## src/rtl/dmem_alu.sv

```systemverilog
// rtl/dmem_alu.sv - RV32I execute-stage ALU with single-port data-memory request FSM
//
// Purpose:
//   Computes the ALU result, load/store addresses and branch decision from
//   decoded instruction fields, and drives one data-bus transaction per
//   load/store instruction. Load data is returned on data_cpu_o.
//
// Optional feature (macro DMEM_LOAD_EXTEND_EN):
//   When defined, load data is sign/zero-extended from lane 0 by funct3
//   (LB/LH/LBU/LHU/LW) before it is captured into data_cpu_o.
//   When undefined, data_bus_i is captured unmodified.
//
// Ports:
//   clk, rst         clock (rising edge), asynchronous active-high reset
//   MemToReg         result select: 1 = data_cpu_o, 0 = ALU output
//   ALU_source       operand B select: 0 = reg2, 1 = immediate
//   opcode/funct3/funct7  decoded RV32I instruction fields
//   reg1, reg2       rs1 / rs2 values (reg2 is also store data)
//   immediate        sign-extended immediate
//   data_bus_i       memory read data
//   data_good        memory transaction complete
//   read_address     combinational load address (0 when not a load)
//   write_address    combinational store address (0 when not a store)
//   result           combinational writeback value
//   branch           combinational branch-taken flag
//   data_read        registered read strobe
//   data_write       registered write strobe
//   data_adr_o       registered memory address
//   data_bus_o       registered memory write data
//   data_cpu_o       registered data of the last completed load

module dmem_alu (
  input  logic        clk,
  input  logic        rst,
  input  logic        MemToReg,
  input  logic        ALU_source,
  input  logic [6:0]  opcode,
  input  logic [2:0]  funct3,
  input  logic [6:0]  funct7,
  input  logic [31:0] reg1,
  input  logic [31:0] reg2,
  input  logic [31:0] immediate,
  input  logic [31:0] data_bus_i,
  input  logic        data_good,
  output logic [31:0] read_address,
  output logic [31:0] write_address,
  output logic [31:0] result,
  output logic        branch,
  output logic        data_read,
  output logic        data_write,
  output logic [31:0] data_adr_o,
  output logic [31:0] data_bus_o,
  output logic [31:0] data_cpu_o
);

  localparam logic [6:0] OP_R      = 7'b0110011;
  localparam logic [6:0] OP_I      = 7'b0010011;
  localparam logic [6:0] OP_LOAD   = 7'b0000011;
  localparam logic [6:0] OP_STORE  = 7'b0100011;
  localparam logic [6:0] OP_BRANCH = 7'b1100011;

  typedef enum logic [1:0] {IDLE, READ, WRITE, DONE} state_t;

  state_t      state_q, state_d;
  logic        data_read_q, data_read_d;
  logic        data_write_q, data_write_d;
  logic [31:0] data_adr_q, data_adr_d;
  logic [31:0] data_bus_q, data_bus_d;
  logic [31:0] data_cpu_q, data_cpu_d;

  logic [31:0] op_b;
  logic [31:0] sum;
  logic [31:0] alu_out;
  logic [31:0] load_data;
  logic [4:0]  shamt;
  logic        is_load;
  logic        is_store;

  assign is_load  = (opcode == OP_LOAD);
  assign is_store = (opcode == OP_STORE);
  assign op_b     = ALU_source ? immediate : reg2;
  assign sum      = reg1 + op_b;
  assign shamt    = op_b[4:0];

  // ALU
  always_comb begin
    alu_out = 32'd0;
    if (opcode == OP_R || opcode == OP_I) begin
      case (funct3)
        // SUB exists only in R-type; ADDI's upper bits are immediate, not funct7.
        3'b000: alu_out = (opcode == OP_R && funct7 == 7'b0100000) ? (reg1 - op_b) : sum;
        3'b001: alu_out = reg1 << shamt;
        3'b010: alu_out = {31'd0, ($signed(reg1) < $signed(op_b))};
        3'b011: alu_out = {31'd0, (reg1 < op_b)};
        3'b100: alu_out = reg1 ^ op_b;
        3'b101: alu_out = funct7[5] ? 32'($signed(reg1) >>> shamt) : (reg1 >> shamt);
        3'b110: alu_out = reg1 | op_b;
        default: alu_out = reg1 & op_b;
      endcase
    end else if (is_load || is_store) begin
      alu_out = sum;
    end
  end

  // Branch decision always compares rs1 against rs2, independent of ALU_source.
  always_comb begin
    branch = 1'b0;
    if (opcode == OP_BRANCH) begin
      case (funct3)
        3'b000:  branch = (reg1 == reg2);
        3'b001:  branch = (reg1 != reg2);
        3'b100:  branch = ($signed(reg1) <  $signed(reg2));
        3'b101:  branch = ($signed(reg1) >= $signed(reg2));
        3'b110:  branch = (reg1 <  reg2);
        3'b111:  branch = (reg1 >= reg2);
        default: branch = 1'b0;
      endcase
    end
  end

  assign read_address  = is_load  ? sum : 32'd0;
  assign write_address = is_store ? sum : 32'd0;
  assign result        = MemToReg ? data_cpu_q : alu_out;

  // Load data formatting at capture time
  always_comb begin
    load_data = data_bus_i;
`ifdef DMEM_LOAD_EXTEND_EN
    case (funct3)
      3'b000:  load_data = {{24{data_bus_i[7]}}, data_bus_i[7:0]};
      3'b001:  load_data = {{16{data_bus_i[15]}}, data_bus_i[15:0]};
      3'b100:  load_data = {24'd0, data_bus_i[7:0]};
      3'b101:  load_data = {16'd0, data_bus_i[15:0]};
      default: load_data = data_bus_i;
    endcase
`endif
  end

  // FSM next state and registered outputs
  always_comb begin
    state_d      = state_q;
    data_read_d  = data_read_q;
    data_write_d = data_write_q;
    data_adr_d   = data_adr_q;
    data_bus_d   = data_bus_q;
    data_cpu_d   = data_cpu_q;
    case (state_q)
      IDLE: begin
        if (is_load) begin
          state_d     = READ;
          data_read_d = 1'b1;
          data_adr_d  = read_address;
        end else if (is_store) begin
          state_d      = WRITE;
          data_write_d = 1'b1;
          data_adr_d   = write_address;
          data_bus_d   = reg2;
        end else begin
          data_read_d  = 1'b0;
          data_write_d = 1'b0;
          data_adr_d   = 32'd0;
          data_bus_d   = 32'd0;
        end
      end
      READ: begin
        if (data_good) begin
          state_d     = DONE;
          data_cpu_d  = load_data;
          data_read_d = 1'b0;
          data_adr_d  = 32'd0;
        end
      end
      WRITE: begin
        if (data_good) begin
          state_d      = DONE;
          data_write_d = 1'b0;
          data_adr_d   = 32'd0;
          data_bus_d   = 32'd0;
        end
      end
      default: begin
        // Wait for the instruction to leave so it issues only one transaction.
        data_read_d  = 1'b0;
        data_write_d = 1'b0;
        if (!is_load && !is_store) state_d = IDLE;
      end
    endcase
  end

  always_ff @(posedge clk or posedge rst) begin
    if (rst) begin
      state_q      <= IDLE;
      data_read_q  <= 1'b0;
      data_write_q <= 1'b0;
      data_adr_q   <= 32'd0;
      data_bus_q   <= 32'd0;
      data_cpu_q   <= 32'd0;
    end else begin
      state_q      <= state_d;
      data_read_q  <= data_read_d;
      data_write_q <= data_write_d;
      data_adr_q   <= data_adr_d;
      data_bus_q   <= data_bus_d;
      data_cpu_q   <= data_cpu_d;
    end
  end

  assign data_read  = data_read_q;
  assign data_write = data_write_q;
  assign data_adr_o = data_adr_q;
  assign data_bus_o = data_bus_q;
  assign data_cpu_o = data_cpu_q;

endmodule

```

## config.mk

```make
export PLATFORM = sky130hd
export DESIGN_NAME = dmem_alu
export DESIGN_NICKNAME = d
export VERILOG_FILES = /design/src/rtl/dmem_alu.sv
export SDC_FILE = /design/constraint.sdc
export NUM_CORES = 1
export LEC_CHECK = 0
export CAP_MARGIN = 20
export CORE_MARGIN = 8
export CORE_UTILIZATION = 31
export DETAILED_ROUTE_END_ITERATION = 6
export DONT_BUFFER_PORTS = 1
export GPL_ROUTABILITY_DRIVEN = 0
export PLACE_DENSITY_LB_ADDON = 0.3
export SLEW_MARGIN = 20
export SYNTH_ARGS = -nofsm -noshare
export SYNTH_HDL_FRONTEND = slang
export SYNTH_SLANG_ARGS = --single-unit
```

## constraint.sdc

```tcl
create_clock -name clk -period 5.6 [get_ports clk]
set_input_delay 0.56 -clock clk [delete_from_list [all_inputs] [get_ports clk]]
set_output_delay 0.56 -clock clk [all_outputs]
set_load 0.02 [all_outputs]
```

==> metrics.cfg, run 1 <==
[routing]
drc_errors = 0
drt_wl_total_mm = 74.9
viasPerCell = 6.28
drtIter0Drc = 1984
routedWlPerCell_um = 28.8
vias = 16300
antenna_left = 0
dr.pass1.iters = 7

[critical_path]
worst-path-max-fanout = 68
arrival_ps = 4310
reg2regPathDepth = 5
worstSetupEndpointType = output port
critPathLaunchType = input port
r2r_start = state_q[1]$_DFFE_PP0P_
timing.rr.end = data_adr_o[16]$_DFFE_PP0P_
worstSetupPathType = input port to output port
crit_start = ALU_source
required_ps = 5040
rrSetupSlack_ps = 2630

[floorplanning]
die_h_um = 237
core_mm2 = 0.0485
chipWidth_um = 237
num_io_pins = 345
initial_core_util_pct = 31.1
fp.dieArea_mm2 = 0.0560
core.rowCount = 81

[timing]
finalSetupViolCount = 0
rsz0062_at_grt = false
fmax_ghz = 0.205
skew_ps = 26.5
tightest_slew_ps = 1030
maxSlewViolCount = 0
relSlewSlack_pct = 30.5
setup_tns_ps = 0
finalHoldViolCount = 0
fin_crit_ps = 4870
hold_ws_ps = 61.4
min_period_over_period_pct = 86.9

[yosys]
syn_area_mm2 = 0.0151
synth_cells = 2023
synthFlopType = dfrtp_1
synth-seq-cells = 100
synth_nets = 2321
ys_seq_area_share_pct = 16.6
synth_cell_types = 94
synth_edf_count = 0
synth_warnings = 0
avgSynthCellArea_um2 = 7.47
async_reset_ff_share_pct = 100

[global_routing]
grt_pass1_wl_mm = 109
grt_max_degree = 69
grt_pass1_vias = 15600
overflow = 0
grt_usage_pct = 25.7
antenna_found_initial = 0

[clock_tree]
clk-insertion-delay-late_ps = 420
numClockSinks = 100
cts_buffers = 9
postCtsSetupRepairBufs = 0
cts_resized = 0
ctsRootBufferMaster = clkbuf_16
ctsHtreeMaxLevel = 3
clk_pin_slew_ps = 80
hold_buffers = 0
cts_buffer_depth = 2
cts_tree = done

[place]
placedCellCount = 2581
hpwl_mm = 59.2
io_buffers = 0

[power_and_ir_drop]
p_per_area_mw_per_mm2 = 251
p_leak_nw = 7.12
ir_worst_vdd_mv = 0.167

[layout]
antenna_cells = 0
final_layout_size_suffix_gt1_share_pct = 10.0
syn_to_final_growth_pct = 7.27
nets = 2269
stdcell_count = 2598

[job]
drv_cap = 0

[min_path]
min_path_type = input port to async pin

[status]
status = finished, final reports clean

==> placed cells by master, fill, tap and decap left out, types with 28 or more instances in the layout <==
| master | instances |
|---|---|
| a21oi_1 | 161 |
| a22o_1 | 45 |
| a31oi_1 | 28 |
| buf_4 | 82 |
| dfrtp_1 | 100 |
| ha_1 | 146 |
| inv_1 | 140 |
| mux2_2 | 36 |
| mux2i_1 | 84 |
| nand2_1 | 215 |
| nand2b_1 | 30 |
| nand3_1 | 31 |
| nor2_1 | 198 |
| nor3_1 | 28 |
| o211ai_1 | 38 |
| o21a_1 | 35 |
| o21ai_0 | 153 |
| xnor2_1 | 47 |
==> per-layer routing <==
metal | up-vias | wire length [um] | global-route usage (%)
met5 | - | 0 | 0
met4 | 0 | 5400 | 16.0
met3 | 232 | 6460 | 5.94
met2 | 913 | 36300 | 43.5
met1 | 7941 | 26700 | 29.0
li1 | 7217 | - | -
==> registers in the layout (all words and copies together) (netlist names) <==
name	cells
data_adr_o	32
data_bus_o	32
data_cpu_o	32
data_read	1
data_write	1
state_q	2
==> through the flow <==
| stage | instance area, um^2 | setup WS [ps] | total power [mW] | utilization (%) |
|---|---|---|---|---|
| floorplan | 15100 | 635 | 2.63 | - |
| global placement | 15900 | 943 | 3.30 | 32.7 |
| detailed placement | 15900 | 936 | 3.33 | 32.7 |
| CTS | 16200 | 904 | 4.04 | 33.3 |
| global route | 16200 | 597 | 4.29 | 33.4 |
| finish | 16200 | 734 | 4.07 | 33.4 |
==> critical path, stage by stage <==
cell and delay [ps]:
mux2i_4 250, inv_4 90, ha_1 260, fa_1 480
a211oi_1 410, o21ai_1 250, a21oi_1 340, o21a_1 290
o2111ai_1 140, nand2_1 190, o21ai_1 140, a21boi_0 250
xnor2_1 250, o221ai_1 190, buf_4 190
==> worst max-delay path by stage <==
| stage | to | cells after the start | slack (ps) |
|---|---|---|---|
| floorplan | result[23] | 17 | 630 |
| global placement | result[28] | 16 | 940 |
| detailed placement | result[28] | 16 | 940 |
| CTS | result[28] | 16 | 900 |
| global route | result[28] | 16 | 600 |
| finish | result[30] | 15 | 730 |
==> kinds of logic after synthesis <==
logic type / Yosys count / synth area share (%)
adder cells (fa/ha/maj): 148 / 12.4
AO/OA/AOI/OAI: 685 / 30.4
buffers and inverters: 292 / 8.04
multiplexers: 145 / 11.7
flip-flops: 100 / 16.6
AND/OR/NAND/NOR: 599 / 17.8
XOR/XNOR: 54 / 3.18
==> report_power, final <==
part | internal, mW | switching, mW | leakage, nW
logic | 0.781 | 1.39 | 5.65
registers | 0.862 | 0.345 | 1.33
clock network | 0.313 | 0.378 | 0.142
total | 1.96 | 2.12 | 7.12
==> cell type report <==
type / count / area [um^2]
clock buffers: 9 / 225
clock inverters: 7 / 71.3
fillers: 5136 / 32300
inverters: 146 / 553
multi-input cells: 1631 / 11400
flip-flops and latches: 100 / 2500
well taps: 622 / 778
repair buffers: 83 / 631
==> cell usage after synthesis, drive strengths merged (45+ instances only) <==
master	n	area share (%)
ha	146	12
dfrtp	100	17
nand2	217	5.4
o21ai	170	5.7
clkbuf	89	2.2
inv	144	3.6
a22o	45	2.6
xnor2	47	2.7
a21oi	167	5.7
nor2	198	4.9
buf	57	2.2
mux2i	88	5.9
Note: power is estimated with default switching activity, not from simulation.
==> run 2: changes to the inputs <==
--- a/config.mk
+++ b/config.mk
@@ -6,6 +6,8 @@
 export NUM_CORES = 1
 export LEC_CHECK = 0
 export CAP_MARGIN = 20
+export CELL_PAD_IN_SITES_DETAIL_PLACEMENT = 2
+export CELL_PAD_IN_SITES_GLOBAL_PLACEMENT = 2
 export CORE_MARGIN = 8
 export CORE_UTILIZATION = 31
 export DETAILED_ROUTE_END_ITERATION = 6
==> metrics.cfg, run 2 (synthesis results as in run 1) <==
[timing]
finalHoldViolCount = 0
relSlewSlack_pct = 31.9
finalSetupViolCount = 0
skew_ps = 13.1
maxSlewViolCount = 0
fmax_ghz = 0.204
fin_crit_ps = 4910
tightest_slew_ps = 1020
rsz0062_at_grt = false
setup_tns_ps = 0
min_period_over_period_pct = 87.7

[clock_tree]
ctsRootBufferMaster = clkbuf_16
hold_buffers = 0
ctsHtreeMaxLevel = 3
cts_buffers = 9
numClockSinks = 100
clk-insertion-delay-late_ps = 400
cts_tree = done
cts_buffer_depth = 2
cts_resized = 0
clk_pin_slew_ps = 70
postCtsSetupRepairBufs = 0

[routing]
drtIter0Drc = 1279
dr.pass1.iters = 5
vias = 16500
antenna_left = 0
drt_wl_total_mm = 83.4
drc_errors = 0
viasPerCell = 6.32
routedWlPerCell_um = 32.0

[critical_path]
reg2regPathDepth = 6
r2r_start = state_q[1]$_DFFE_PP0P_
required_ps = 5040
worst-path-max-fanout = 68
slowest_stage = nor4_1
worstSetupPathType = input port to output port
timing.rr.end = data_adr_o[11]$_DFFE_PP0P_
worstPathCellList = nand2_1, o21a_1, ha_1, nor4_1, o21ba_2, o21bai_2, o31ai_2, a211oi_2, o41ai_2, a41oi_1, xnor2_1, o221ai_2, buf_4
cp_slowest_stage_delay_ps = 620
cpLargestDelayFamily = compound AO/OA/AOI/OAI gates
critPathLaunchType = input port
rrSetupSlack_ps = 2580
worstSetupEndpointType = output port
cp_num_buf_inv = 1
arrival_ps = 4350

[status]
status = finished, final reports clean

[floorplanning]
initial_core_util_pct = 31.1
die_h_um = 237
fp.dieArea_mm2 = 0.0560
core_mm2 = 0.0485
core.rowCount = 81
chipWidth_um = 237
num_io_pins = 345

[layout]
fin_util_pct = 33.5
layout_commonest_cell = nand2_1
syn_to_final_growth_pct = 7.57
final_layout_size_suffix_gt1_share_pct = 10.3
layout_common_cells = 216 x nand2_1, 198 x nor2_1, 161 x a21oi_1, 153 x o21ai_0, 146 x ha_1
design_area_mm2 = 0.0162
nets = 2276

[global_routing]
grt_max_degree = 69
grt_usage_pct = 28.7
overflow = 0
antenna_found_initial = 2
grt_pass1_vias = 17700
grt_pass1_wl_mm = 122

[power_and_ir_drop]
combPwrFrac_pct = 55.3
ir_worst_vdd_mv = 0.178
switching_share_pct = 51.8
internal-power_mw = 1.96
seq_power_share_pct = 29.4
p_per_area_mw_per_mm2 = 250
power.total_mw = 4.06
p_leak_nw = 7.14
pwr-share-clk_pct = 15.3
switchingPower_mw = 2.11

[min_path]
min_path_type = input port to async pin

[place]
hpwl_mm = 66.9
placed_cell_area_mm2 = 0.0159
io_buffers = 0

[job]
drv_cap = 0

-- run 2: cell count changes in the layout (fill, tap and decap cells not counted), moves of 2 or more --
cell	change
clkinv_8	-2
inv_8	+2
buf_4	+5
diode_2	+3
-- run 2: power by group through the flow --
stage,registers (mW),clock network (mW),logic (mW)
2_1_floorplan,1.13,0,1.49
3_3_place_gp,1.21,0,2.11
3_5_place_dp,1.22,0,2.19
4_1_cts,1.20,0.648,2.20
5_1_grt,1.21,0.665,2.40
6_report,1.19,0.623,2.25
-- run 2: worst max-delay path by stage --
stage,start,to,slack [ps],cells after the start
floorplan,ALU_source,result[23],630,17
global placement,ALU_source,result[29],900,13
detailed placement,ALU_source,result[28],790,15
CTS,ALU_source,result[28],780,15
global route,ALU_source,result[28],480,15
finish,ALU_source,result[29],690,13
-- run 2: routing by layer --
layer | track usage [%] | vias up | part of all wire (%) | wire length, um
li1 | - | 7200 | - | -
met1 | 35.1 | 8298 | 41 | 33900
met2 | 45.8 | 808 | 45 | 37200
met3 | 8.57 | 180 | 9.5 | 7930
met4 | 13.9 | 0 | 5.3 | 4430
met5 | 0 | - | 0 | 0
-- run 2: cell type report --
cell class	count	area, um^2
antenna	3	7.51
clock buffer	9	225
clock inverter	6	48.8
fill	5678	32300
inverter	146	553
multi-input combinational	1631	11400
sequential	100	2500
tap	622	778
timing repair buffer	90	688
-- run 2: per-stage QoR --
step                      hold WS, ps  std cells  setup slack [ps]
after floorplan                   580       2023               635
after global placement            464       2586               899
after detailed placement          469       2587               788
after CTS                        27.5       2602               776
after global routing             55.4       2604               480
final                            39.0       2607               691
